--- src/rtl/iccm_port_arbiter_if.sv ---
// rtl/iccm_port_arbiter_if.sv - requester and SRAM-side bus bundle for the ICCM port arbiter
//
// Signal suffixes are written from the arbiter's point of view (_i into it, _o out of it).
//   f_*  : core fetch path (read-only)
//   l_*  : program loader (read/write)
//   m_*  : single SRAM port towards instr_mem_top
// Modports:
//   slave  : the arbiter
//   master : the surrounding requesters and SRAM
interface iccm_port_arbiter_if #(
    parameter int AW = 12,
    parameter int DW = 32
);
    logic          f_req_i;
    logic [AW-1:0] f_addr_i;
    logic          f_gnt_o;
    logic          f_rvalid_o;
    logic [DW-1:0] f_rdata_o;

    logic          l_req_i;
    logic          l_we_i;
    logic [AW-1:0] l_addr_i;
    logic [DW-1:0] l_wdata_i;
    logic          l_gnt_o;
    logic          l_rvalid_o;
    logic [DW-1:0] l_rdata_o;

    logic          m_req_o;
    logic          m_we_o;
    logic [AW-1:0] m_addr_o;
    logic [DW-1:0] m_wdata_o;
    logic [DW-1:0] m_wmask_o;
    logic [DW-1:0] m_rdata_i;
    logic          m_rvalid_i;

    modport slave (
        input  f_req_i, f_addr_i,
        input  l_req_i, l_we_i, l_addr_i, l_wdata_i,
        input  m_rdata_i, m_rvalid_i,
        output f_gnt_o, f_rvalid_o, f_rdata_o,
        output l_gnt_o, l_rvalid_o, l_rdata_o,
        output m_req_o, m_we_o, m_addr_o, m_wdata_o, m_wmask_o
    );

    modport master (
        output f_req_i, f_addr_i,
        output l_req_i, l_we_i, l_addr_i, l_wdata_i,
        output m_rdata_i, m_rvalid_i,
        input  f_gnt_o, f_rvalid_o, f_rdata_o,
        input  l_gnt_o, l_rvalid_o, l_rdata_o,
        input  m_req_o, m_we_o, m_addr_o, m_wdata_o, m_wmask_o
    );
endinterface

--- src/rtl/iccm_port_arbiter.sv ---
// rtl/iccm_port_arbiter.sv - shares the single-port ICCM SRAM between core fetch and program loader
//
// Ports:
//   clk_i, rst_ni    : clock, asynchronous active-low reset
//   boot_hold_i      : high while the core is held in reset for programming
//   bus (slave)      : fetch/loader request+return and SRAM port bundle
//   phase_o          : LOAD=0, DRAIN=1, RUN=2
//   conflict_cnt_o   : RUN cycles with both requesters asking   (ICCM_ARB_STATS_EN only)
//   starve_cnt_o     : forced loader grants after MaxWait cycles (ICCM_ARB_STATS_EN only)
// Optional feature macro: ICCM_ARB_STATS_EN
module iccm_port_arbiter #(
    parameter int AW      = 12,
    parameter int DW      = 32,
    parameter int MaxWait = 4,
    parameter int StatW   = 16
) (
    input  logic                  clk_i,
    input  logic                  rst_ni,
    input  logic                  boot_hold_i,
    iccm_port_arbiter_if.slave    bus,
    output logic [1:0]            phase_o
`ifdef ICCM_ARB_STATS_EN
    ,
    output logic [StatW-1:0]      conflict_cnt_o,
    output logic [StatW-1:0]      starve_cnt_o
`endif
);

    if (MaxWait < 1 || StatW < 1 || AW < 1 || DW < 1) begin : g_bad_param
        $error("iccm_port_arbiter: MaxWait, StatW, AW and DW must all be >= 1");
    end

    localparam int WW = $clog2(MaxWait + 1);
    localparam logic [WW-1:0] WaitMax = WW'(MaxWait);

    typedef enum logic [1:0] {
        PH_LOAD  = 2'd0,
        PH_DRAIN = 2'd1,
        PH_RUN   = 2'd2
    } phase_e;

    phase_e        phase_q, phase_d;
    logic [WW-1:0] wait_q, wait_d;
    // Owner of the access currently in the SRAM pipeline (at most one).
    logic          own_valid_q, own_valid_d;
    logic          own_ldr_q, own_ldr_d;
    logic          own_we_q, own_we_d;

    logic          f_gnt, l_gnt, forced;

    always_ff @(posedge clk_i or negedge rst_ni) begin
        if (!rst_ni) begin
            phase_q     <= PH_LOAD;
            wait_q      <= '0;
            own_valid_q <= 1'b0;
            own_ldr_q   <= 1'b0;
            own_we_q    <= 1'b0;
        end else begin
            phase_q     <= phase_d;
            wait_q      <= wait_d;
            own_valid_q <= own_valid_d;
            own_ldr_q   <= own_ldr_d;
            own_we_q    <= own_we_d;
        end
    end

    always_comb begin
        phase_d = phase_q;
        f_gnt   = 1'b0;
        l_gnt   = 1'b0;
        forced  = 1'b0;
        unique case (phase_q)
            PH_LOAD: begin
                l_gnt = bus.l_req_i;
                if (!boot_hold_i) phase_d = PH_DRAIN;
            end
            PH_DRAIN: begin
                // No grants here, so the owner register is empty one cycle after entry.
                if (boot_hold_i)       phase_d = PH_LOAD;
                else if (!own_valid_q) phase_d = PH_RUN;
            end
            PH_RUN: begin
                forced = bus.l_req_i && (wait_q == WaitMax);
                l_gnt  = bus.l_req_i && (forced || !bus.f_req_i);
                f_gnt  = bus.f_req_i && !l_gnt;
                if (boot_hold_i) phase_d = PH_LOAD;
            end
            default: phase_d = PH_LOAD;
        endcase
    end

    // Loader starvation counter: only runs while RUN continues and the loader is refused.
    always_comb begin
        wait_d = '0;
        if (phase_q == PH_RUN && phase_d == PH_RUN && bus.l_req_i && !l_gnt) begin
            wait_d = (wait_q == WaitMax) ? wait_q : wait_q + 1'b1;
        end
    end

    always_comb begin
        own_valid_d = f_gnt || l_gnt;
        own_ldr_d   = l_gnt;
        own_we_d    = l_gnt && bus.l_we_i;
    end

    always_comb begin
        bus.f_gnt_o   = f_gnt;
        bus.l_gnt_o   = l_gnt;
        bus.m_req_o   = f_gnt || l_gnt;
        bus.m_we_o    = l_gnt && bus.l_we_i;
        bus.m_addr_o  = '0;
        bus.m_wdata_o = '0;
        if (l_gnt) begin
            bus.m_addr_o  = bus.l_addr_i;
            bus.m_wdata_o = bus.l_wdata_i;
        end else if (f_gnt) begin
            bus.m_addr_o  = bus.f_addr_i;
        end
        bus.m_wmask_o = (l_gnt && bus.l_we_i) ? '1 : '0;

        bus.f_rvalid_o = own_valid_q && !own_ldr_q && bus.m_rvalid_i;
        // Writes are acknowledged by the arbiter itself; the SRAM returns nothing for them.
        bus.l_rvalid_o = own_valid_q && own_ldr_q && (own_we_q || bus.m_rvalid_i);
        bus.f_rdata_o  = bus.f_rvalid_o ? bus.m_rdata_i : '0;
        bus.l_rdata_o  = bus.l_rvalid_o ? bus.m_rdata_i : '0;
    end

    assign phase_o = phase_q;

`ifdef ICCM_ARB_STATS_EN
    logic [StatW-1:0] conflict_q, conflict_d;
    logic [StatW-1:0] starve_q, starve_d;

    always_ff @(posedge clk_i or negedge rst_ni) begin
        if (!rst_ni) begin
            conflict_q <= '0;
            starve_q   <= '0;
        end else begin
            conflict_q <= conflict_d;
            starve_q   <= starve_d;
        end
    end

    always_comb begin
        conflict_d = conflict_q;
        starve_d   = starve_q;
        if (phase_q == PH_RUN && bus.f_req_i && bus.l_req_i && conflict_q != '1) begin
            conflict_d = conflict_q + 1'b1;
        end
        if (forced && starve_q != '1) begin
            starve_d = starve_q + 1'b1;
        end
    end

    assign conflict_cnt_o = conflict_q;
    assign starve_cnt_o   = starve_q;
`endif

endmodule

--- src/flat_wrapper.sv ---
// flat-port wrapper written by rule: the top's interface ports become plain ports
module iccm_port_arbiter_flat 
#(
    parameter int AW      = 12,
    parameter int DW      = 32,
    parameter int MaxWait = 4,
    parameter int StatW   = 16
)
  (clk_i, rst_ni, boot_hold_i, phase_o, bus_f_req_i, bus_f_addr_i, bus_l_req_i, bus_l_we_i, bus_l_addr_i, bus_l_wdata_i, bus_m_rdata_i, bus_m_rvalid_i, bus_f_gnt_o, bus_f_rvalid_o, bus_f_rdata_o, bus_l_gnt_o, bus_l_rvalid_o, bus_l_rdata_o, bus_m_req_o, bus_m_we_o, bus_m_addr_o, bus_m_wdata_o, bus_m_wmask_o);
  iccm_port_arbiter_if #(.AW(AW), .DW(DW)) bus_i ();
  input  logic clk_i;
  input  logic rst_ni;
  input  logic boot_hold_i;
  output logic [1:0] phase_o;
  input wire logic [$bits(bus_i.f_req_i)-1:0] bus_f_req_i;
  input wire logic [$bits(bus_i.f_addr_i)-1:0] bus_f_addr_i;
  input wire logic [$bits(bus_i.l_req_i)-1:0] bus_l_req_i;
  input wire logic [$bits(bus_i.l_we_i)-1:0] bus_l_we_i;
  input wire logic [$bits(bus_i.l_addr_i)-1:0] bus_l_addr_i;
  input wire logic [$bits(bus_i.l_wdata_i)-1:0] bus_l_wdata_i;
  input wire logic [$bits(bus_i.m_rdata_i)-1:0] bus_m_rdata_i;
  input wire logic [$bits(bus_i.m_rvalid_i)-1:0] bus_m_rvalid_i;
  output wire logic [$bits(bus_i.f_gnt_o)-1:0] bus_f_gnt_o;
  output wire logic [$bits(bus_i.f_rvalid_o)-1:0] bus_f_rvalid_o;
  output wire logic [$bits(bus_i.f_rdata_o)-1:0] bus_f_rdata_o;
  output wire logic [$bits(bus_i.l_gnt_o)-1:0] bus_l_gnt_o;
  output wire logic [$bits(bus_i.l_rvalid_o)-1:0] bus_l_rvalid_o;
  output wire logic [$bits(bus_i.l_rdata_o)-1:0] bus_l_rdata_o;
  output wire logic [$bits(bus_i.m_req_o)-1:0] bus_m_req_o;
  output wire logic [$bits(bus_i.m_we_o)-1:0] bus_m_we_o;
  output wire logic [$bits(bus_i.m_addr_o)-1:0] bus_m_addr_o;
  output wire logic [$bits(bus_i.m_wdata_o)-1:0] bus_m_wdata_o;
  output wire logic [$bits(bus_i.m_wmask_o)-1:0] bus_m_wmask_o;
  assign bus_i.f_req_i = bus_f_req_i;
  assign bus_i.f_addr_i = bus_f_addr_i;
  assign bus_i.l_req_i = bus_l_req_i;
  assign bus_i.l_we_i = bus_l_we_i;
  assign bus_i.l_addr_i = bus_l_addr_i;
  assign bus_i.l_wdata_i = bus_l_wdata_i;
  assign bus_i.m_rdata_i = bus_m_rdata_i;
  assign bus_i.m_rvalid_i = bus_m_rvalid_i;
  assign bus_f_gnt_o = bus_i.f_gnt_o;
  assign bus_f_rvalid_o = bus_i.f_rvalid_o;
  assign bus_f_rdata_o = bus_i.f_rdata_o;
  assign bus_l_gnt_o = bus_i.l_gnt_o;
  assign bus_l_rvalid_o = bus_i.l_rvalid_o;
  assign bus_l_rdata_o = bus_i.l_rdata_o;
  assign bus_m_req_o = bus_i.m_req_o;
  assign bus_m_we_o = bus_i.m_we_o;
  assign bus_m_addr_o = bus_i.m_addr_o;
  assign bus_m_wdata_o = bus_i.m_wdata_o;
  assign bus_m_wmask_o = bus_i.m_wmask_o;
  iccm_port_arbiter #(.AW(AW), .DW(DW), .MaxWait(MaxWait), .StatW(StatW)) u_core (.clk_i(clk_i), .rst_ni(rst_ni), .boot_hold_i(boot_hold_i), .bus(bus_i), .phase_o(phase_o));
endmodule
--- config.mk ---
export PLATFORM = sky130hd
export DESIGN_NAME = iccm_port_arbiter_flat
export DESIGN_NICKNAME = d
export VERILOG_FILES = /design/src/rtl/iccm_port_arbiter_if.sv /design/src/rtl/iccm_port_arbiter.sv /design/src/flat_wrapper.sv
export SDC_FILE = /design/constraint.sdc
export NUM_CORES = 1
export LEC_CHECK = 0
export ABC_AREA = 1
export CAP_MARGIN = 0
export CORE_ASPECT_RATIO = 1.25
export CORE_MARGIN = 8
export CORE_UTILIZATION = 23
export CTS_CLUSTER_DIAMETER = 150
export DETAILED_ROUTE_END_ITERATION = 16
export PLACE_DENSITY = 0.91
export REMOVE_ABC_BUFFERS = 1
export SYNTH_ARGS = -nofsm -noshare
export SYNTH_HDL_FRONTEND = slang
export SYNTH_SLANG_ARGS = --single-unit
export TNS_END_PERCENT = 100
--- constraint.sdc ---
create_clock -name clk_i -period 3.48 [get_ports clk_i]
set_input_delay 0.696 -clock clk_i [delete_from_list [all_inputs] [get_ports clk_i]]
set_output_delay 0.696 -clock clk_i [all_outputs]
set_load 0.01 [all_outputs]
=== Word-level counts from Yosys, hierarchy flattened ===
Cells that the tools add are included.

* Output and inout bits: 148
* Register bits: 8

* Add/subtract/negate cells: 1
* Reduce and logical (&&, ||, !) cells: 19
* Equality and inequality tests: 5
* Muxes and demuxes: 15

{| class="wikitable"
|+ Operators by type and width
! cell !! number
|-
| 32-bit 2-to-1 mux || 4
|-
| 12-bit 2-to-1 mux || 2
|-
| 1-bit logical AND || 11
|-
| 2-bit 2-to-1 mux || 4
|-
| 3-bit 2-to-1 mux || 2
|-
| 2-bit case mux with 3 select lines || 1
|-
| 2-bit equality test (second input constant) || 2
|-
| 1-bit logical NOT || 4
|-
| 3-bit by 1-bit adder with 3-bit output (second input constant) || 1
|-
| 3-bit equality test (second input constant) || 1
|-
| 1-bit logical OR || 3
|-
| 2-bit by 1-bit equality test with 1-bit output (second input constant) || 1
|-
| 2-bit logical NOT || 1
|-
| 2-bit != test (second input constant) || 1
|-
| 1-bit case mux with 2 select lines || 1
|-
| 1-bit 2-to-1 mux || 1
|}

=== Longest topological paths before layout ===
Gate-level depths: netlist (run 1).

* Depth after elaboration: 9
* Mapped depth: 7

=== Worst setup path before layout (run 1) ===
OpenSTA, ideal clock, no wires.

* Path kind: in2out
* Start point: input port bus_l_req_i
* End point: output port bus_m_wmask_o[0]
* Arrival: 2.395 ns
* Required time: 2.784 ns
* Path slack: 0.389 ns
* Path buffers: 1
* Cell stages on the path: 5
* Cells stage by stage: nand2_2 inv_2 nand2_4 nor2_1 buf_4

* Cells in the longest elaborated chain, start to end: 6

{| class="wikitable"
|+ Ends and longest elaborated chain
! what !! line !! text
|-
| start, declared || flat_wrapper.sv:17 || <nowiki>input wire logic [$bits(bus_i.l_req_i)-1:0] bus_l_req_i;</nowiki>
|-
| 1-bit logical AND || iccm_port_arbiter.sv:83 || <nowiki>forced = bus.l_req_i && (wait_q == WaitMax);</nowiki>
|-
| 1-bit logical OR || iccm_port_arbiter.sv:84 || <nowiki>l_gnt = bus.l_req_i && (forced || !bus.f_req_i);</nowiki>
|-
| 1-bit logical AND || iccm_port_arbiter.sv:84 ||
|-
| 1-bit case mux with 2 select lines (*) || iccm_port_arbiter.sv:72 || <nowiki>unique case (phase_q)</nowiki>
|-
| 1-bit logical AND (*) || - ||
|-
| net bus_m_we_o || flat_wrapper.sv:30 || <nowiki>output wire logic [$bits(bus_i.m_we_o)-1:0] bus_m_we_o;</nowiki>
|-
| 32-bit 2-to-1 mux (*) || iccm_port_arbiter.sv:119 || <nowiki>bus.m_wmask_o = (l_gnt && bus.l_we_i) ? '1 : '0;</nowiki>
|-
| end, declared || flat_wrapper.sv:33 || <nowiki>output wire logic [$bits(bus_i.m_wmask_o)-1:0] bus_m_wmask_o;</nowiki>
|}

The timed path passes the listed nets; every way through them passes the cells marked *.

=== Worst setup path after layout (run 1) ===
* Start point: input port bus_l_req_i
* End point: output port bus_m_wmask_o[30]

* Cells in the longest elaborated chain, start to end: 6

{| class="wikitable"
|+ Ends and longest elaborated chain
! what !! line
|-
| 1-bit logical AND || iccm_port_arbiter.sv:83
|-
| 1-bit logical OR || iccm_port_arbiter.sv:84
|-
| 1-bit logical AND || iccm_port_arbiter.sv:84
|-
| 1-bit case mux with 2 select lines (*) || iccm_port_arbiter.sv:72
|-
| 1-bit logical AND (*) || iccm_port_arbiter.sv:119
|-
| 32-bit 2-to-1 mux (*) || iccm_port_arbiter.sv:119
|}

Every way passes the cells marked *; elsewhere a longest branch is shown, timed or not.

==> impl_results.md, run 1 <==
- Worst-margin pin slew: 0.508 ns
- Clock Tree Buf Depth: 2
- Setup Skew: 0.00130 ns
- Fillers: 559
- Final WL: 8160 µm
- Met3 Usage GRT: 8.27%
- WP data arrival: 2.54 ns
- Unrepaired setup endpoints after global routing: no
- HPWL reported at the end of detailed placement: 7340 µm
- CP Capture Type: output port
- Top cell type by total area after synthesis: nor2_1
- Worst Setup Start Kind: input pin
- Boundary Pins: 243
- Syn Area/Cell: 5.40 µm²
- GPL Wtd Cong: 0.783
- Pwr Density: 193 nW/µm²
- Most frequent cell after synthesis: nor2_1
- Worst Path Required: 2.78 ns
- Via/cell ratio: 4.09
- H-tree Lvls: 1
- Final count of negative-setup-slack endpoints: 0
- Fmax: 309 MHz
- GR Util met1: 12.0%
- Total track usage: 14.9%
- Slew headroom: 66.1%
- CTS Sinks: 8
- # DRC: 0
- Die Wd: 89.7 µm
- CP cell instances: clkdlybuf4s50_1 > nand2_2 > inv_2 > nand2_4 > nor2_1 > buf_4 > clkdlybuf4s50_1
- Hold_buf cts: 0
- Die ar.: 9700 µm²
- Final Hold Vio Count: 0
- Critical path's slowest cell: clkdlybuf4s50_1
- Dominant synthesized flop cell: dfrtp_1
- FP Rows: 33
- Most used routing layer: met2
- Vias in the first global route: 2397
- Total Neg Setup Slack: 0 ns
- Total gr overflow: 0
- Post-Syn Instances: 289
- Post-CTS Resized: 0
- Synth top area cells: nor2_1 23%, inv_1 17%, buf_4 15%
- Synth async-reset ratio: 100%
- Setup WS post-layout: 0.246 ns
- Max-Cap Viols: 0
- Most used cell along the critical path: clkdlybuf4s50_1
- Final min period: 3.23 ns
- Peak supply drop: 0.000167 V
- Yosys cell types: 20
- 1st-pass router iterations: 4
- Initial core utilization: 23.8%
- Pre-CTS setup slack: 0.233 ns
- CTS buffer count: 3
- Height of the die: 108 µm
- Post-route clock period utilization: 92.9%
- Clock transition at the registers of the reported paths: 0.04 ns
- Nets: 593
- Vias after detailed routing: 2379
- Area of the multi-input gates: 716 µm²
- CP max stage delay: 0.62 ns
- Synth-to-Final Area Change: 144%
- Number of synthesized flops with an enable pin: 0
- Core Area: 6570 µm²
- First-pass GRT wire length: 11600 µm
- Pin count of the biggest net entering global routing: 35
- Leakage: 0.00179 µW
- Worst min path class: flop to flop
- Initial antenna violation count: 1
- Synth warn: 0
- Wirelength per Cell: 14.0 µm
- Met2 usage: 30.2%
- Register Area: 200 µm²
- CTS tree: yes
- Slew Viols, Final: 0
- Root Driver: clkbuf_8
- Max FO, Critical Path: 34
- Share of cells above drive strength 1: 5.06%
- Critical path class: input pin to output port
- Total Power: 735 µW
- #FFs+latches synth: 8
- Port buffer count: 242
- Status: finished, final reports clean
- Clk Latency, worst-skew pair: 0.22 ns
- ANT cells: 0
- Core Util, Final: 58.0%
- Top-area cell type share of the netlist area: 22.8%
- Seq/Total Area, Yosys: 12.8%
- Postcts setup bufs: 0
- Post-route ant nets: 0
- Mapped Area: 1560 µm²
- Starting DRT DRC Count: 71
- Post-synth top cells: 95 x nor2_1, 72 x inv_1, 32 x buf_4, 25 x nand3_1, 19 x nand2_1
==> cells by family (layout without fill, tap and decap cells) <==
group / Yosys count / after routing / share of synthesized area, %
buffers and inverters: 120 / 325 / 41.3
adder cells (fa/ha/maj): 2 / 2 / 1.60
flip-flops: 8 / 8 / 12.8
XOR/XNOR: 1 / 1 / 0.561
AO/OA/AOI/OAI: 3 / 3 / 0.961
AND/OR/NAND/NOR: 155 / 155 / 42.7
==> state kept, by name, summed over array words and instances, names as in the netlist <==
name / cells
u_core.phase_o: 2
u_core.own_valid_q: 1
u_core.own_ldr_q: 1
u_core.own_we_q: 1
u_core.wait_q: 3
==> placed cells by master, fill, tap and decap left out, drive strengths merged <==
master | synthesis | routed
nand3 | 26 | 26
inv | 75 | 75
and2 | 2 | 2
nand2 | 21 | 21
dfrtp | 8 | 8
clkdlybuf4s50 | 0 | 242
ha | 2 | 2
clkbuf | 0 | 3
o21ai | 1 | 1
buf | 45 | 5
a21oi | 2 | 2
xnor2 | 1 | 1
nor2 | 106 | 106
==> per-layer routing <==
layer | up-vias | wire length (µm) | share of wire, %
met4 | 2 | 58 | 0.71
met5 | - | 13 | 0.16
li1 | 1192 | - | -
met2 | 167 | 4200 | 52
met1 | 1010 | 2470 | 30
met3 | 8 | 1420 | 17
==> area by class of cell <==
type,instances,share of cell area [%]
well taps,87,2.86
repair buffers,247,64.6
clock buffers,3,1.08
flip-flops and latches,8,5.26
inverters,75,7.39
multi-input cells,161,18.8
==> metrics by stage <==
step           cells  area, µm²  hold WS, ns
5_1_grt          581       3810        0.487
6_report         581       3810        0.471
3_5_place_dp     578       3770        0.466
3_3_place_gp     578       3770        0.447
2_1_floorplan    244       1200        0.400
4_1_cts          581       3810        0.473
==> report_power, final <==
group,leakage [µW],switching (µW),total [µW],internal (µW)
registers,0.000106,7.98,108,100
logic,0.00166,216,521,305
clock network,0.0000216,31.4,106,74.5
total,0.00179,255,735,479
==> worst max-delay path, delay by kind of cell <==
| kind | cells | cell delay, ns |
|---|---|---|
| buffers and inverters | 4 | 1.50 |
| AND/OR/NAND/NOR | 3 | 0.33 |
==> path summary, 6_finish.rpt <==
check | start | end | slack [ns] | depth (start not counted)
max in group asynchronous | rst_ni | u_core.phase_o[0]$_DFF_PN0_ | 2.48 | 1
min reg2reg | u_core.wait_q[0]$_DFFE_PN0P_ | u_core.wait_q[0]$_DFFE_PN0P_ | 0.47 | 1
max reg2reg | u_core.wait_q[0]$_DFFE_PN0P_ | u_core.own_ldr_q$_DFF_PN0_ | 2.00 | 7
max | bus_l_req_i | bus_m_wmask_o[30] | 0.25 | 7
min | u_core.wait_q[0]$_DFFE_PN0P_ | u_core.wait_q[0]$_DFFE_PN0P_ | 0.47 | 1
min in group asynchronous | rst_ni | u_core.own_ldr_q$_DFF_PN0_ | 0.75 | 1
No activity file was read; power rests on OpenSTA's default activity.
==> run 2: changes to the inputs <==
--- a/config.mk
+++ b/config.mk
@@ -11,10 +11,10 @@
 export CORE_MARGIN = 8
 export CORE_UTILIZATION = 23
 export CTS_CLUSTER_DIAMETER = 150
+export CTS_CLUSTER_SIZE = 12
 export DETAILED_ROUTE_END_ITERATION = 16
 export PLACE_DENSITY = 0.91
 export REMOVE_ABC_BUFFERS = 1
 export SYNTH_ARGS = -nofsm -noshare
 export SYNTH_HDL_FRONTEND = slang
 export SYNTH_SLANG_ARGS = --single-unit
-export TNS_END_PERCENT = 100
==> results of run 2 <==
The final DEF is identical to that of run 1; final timing and power are the same.
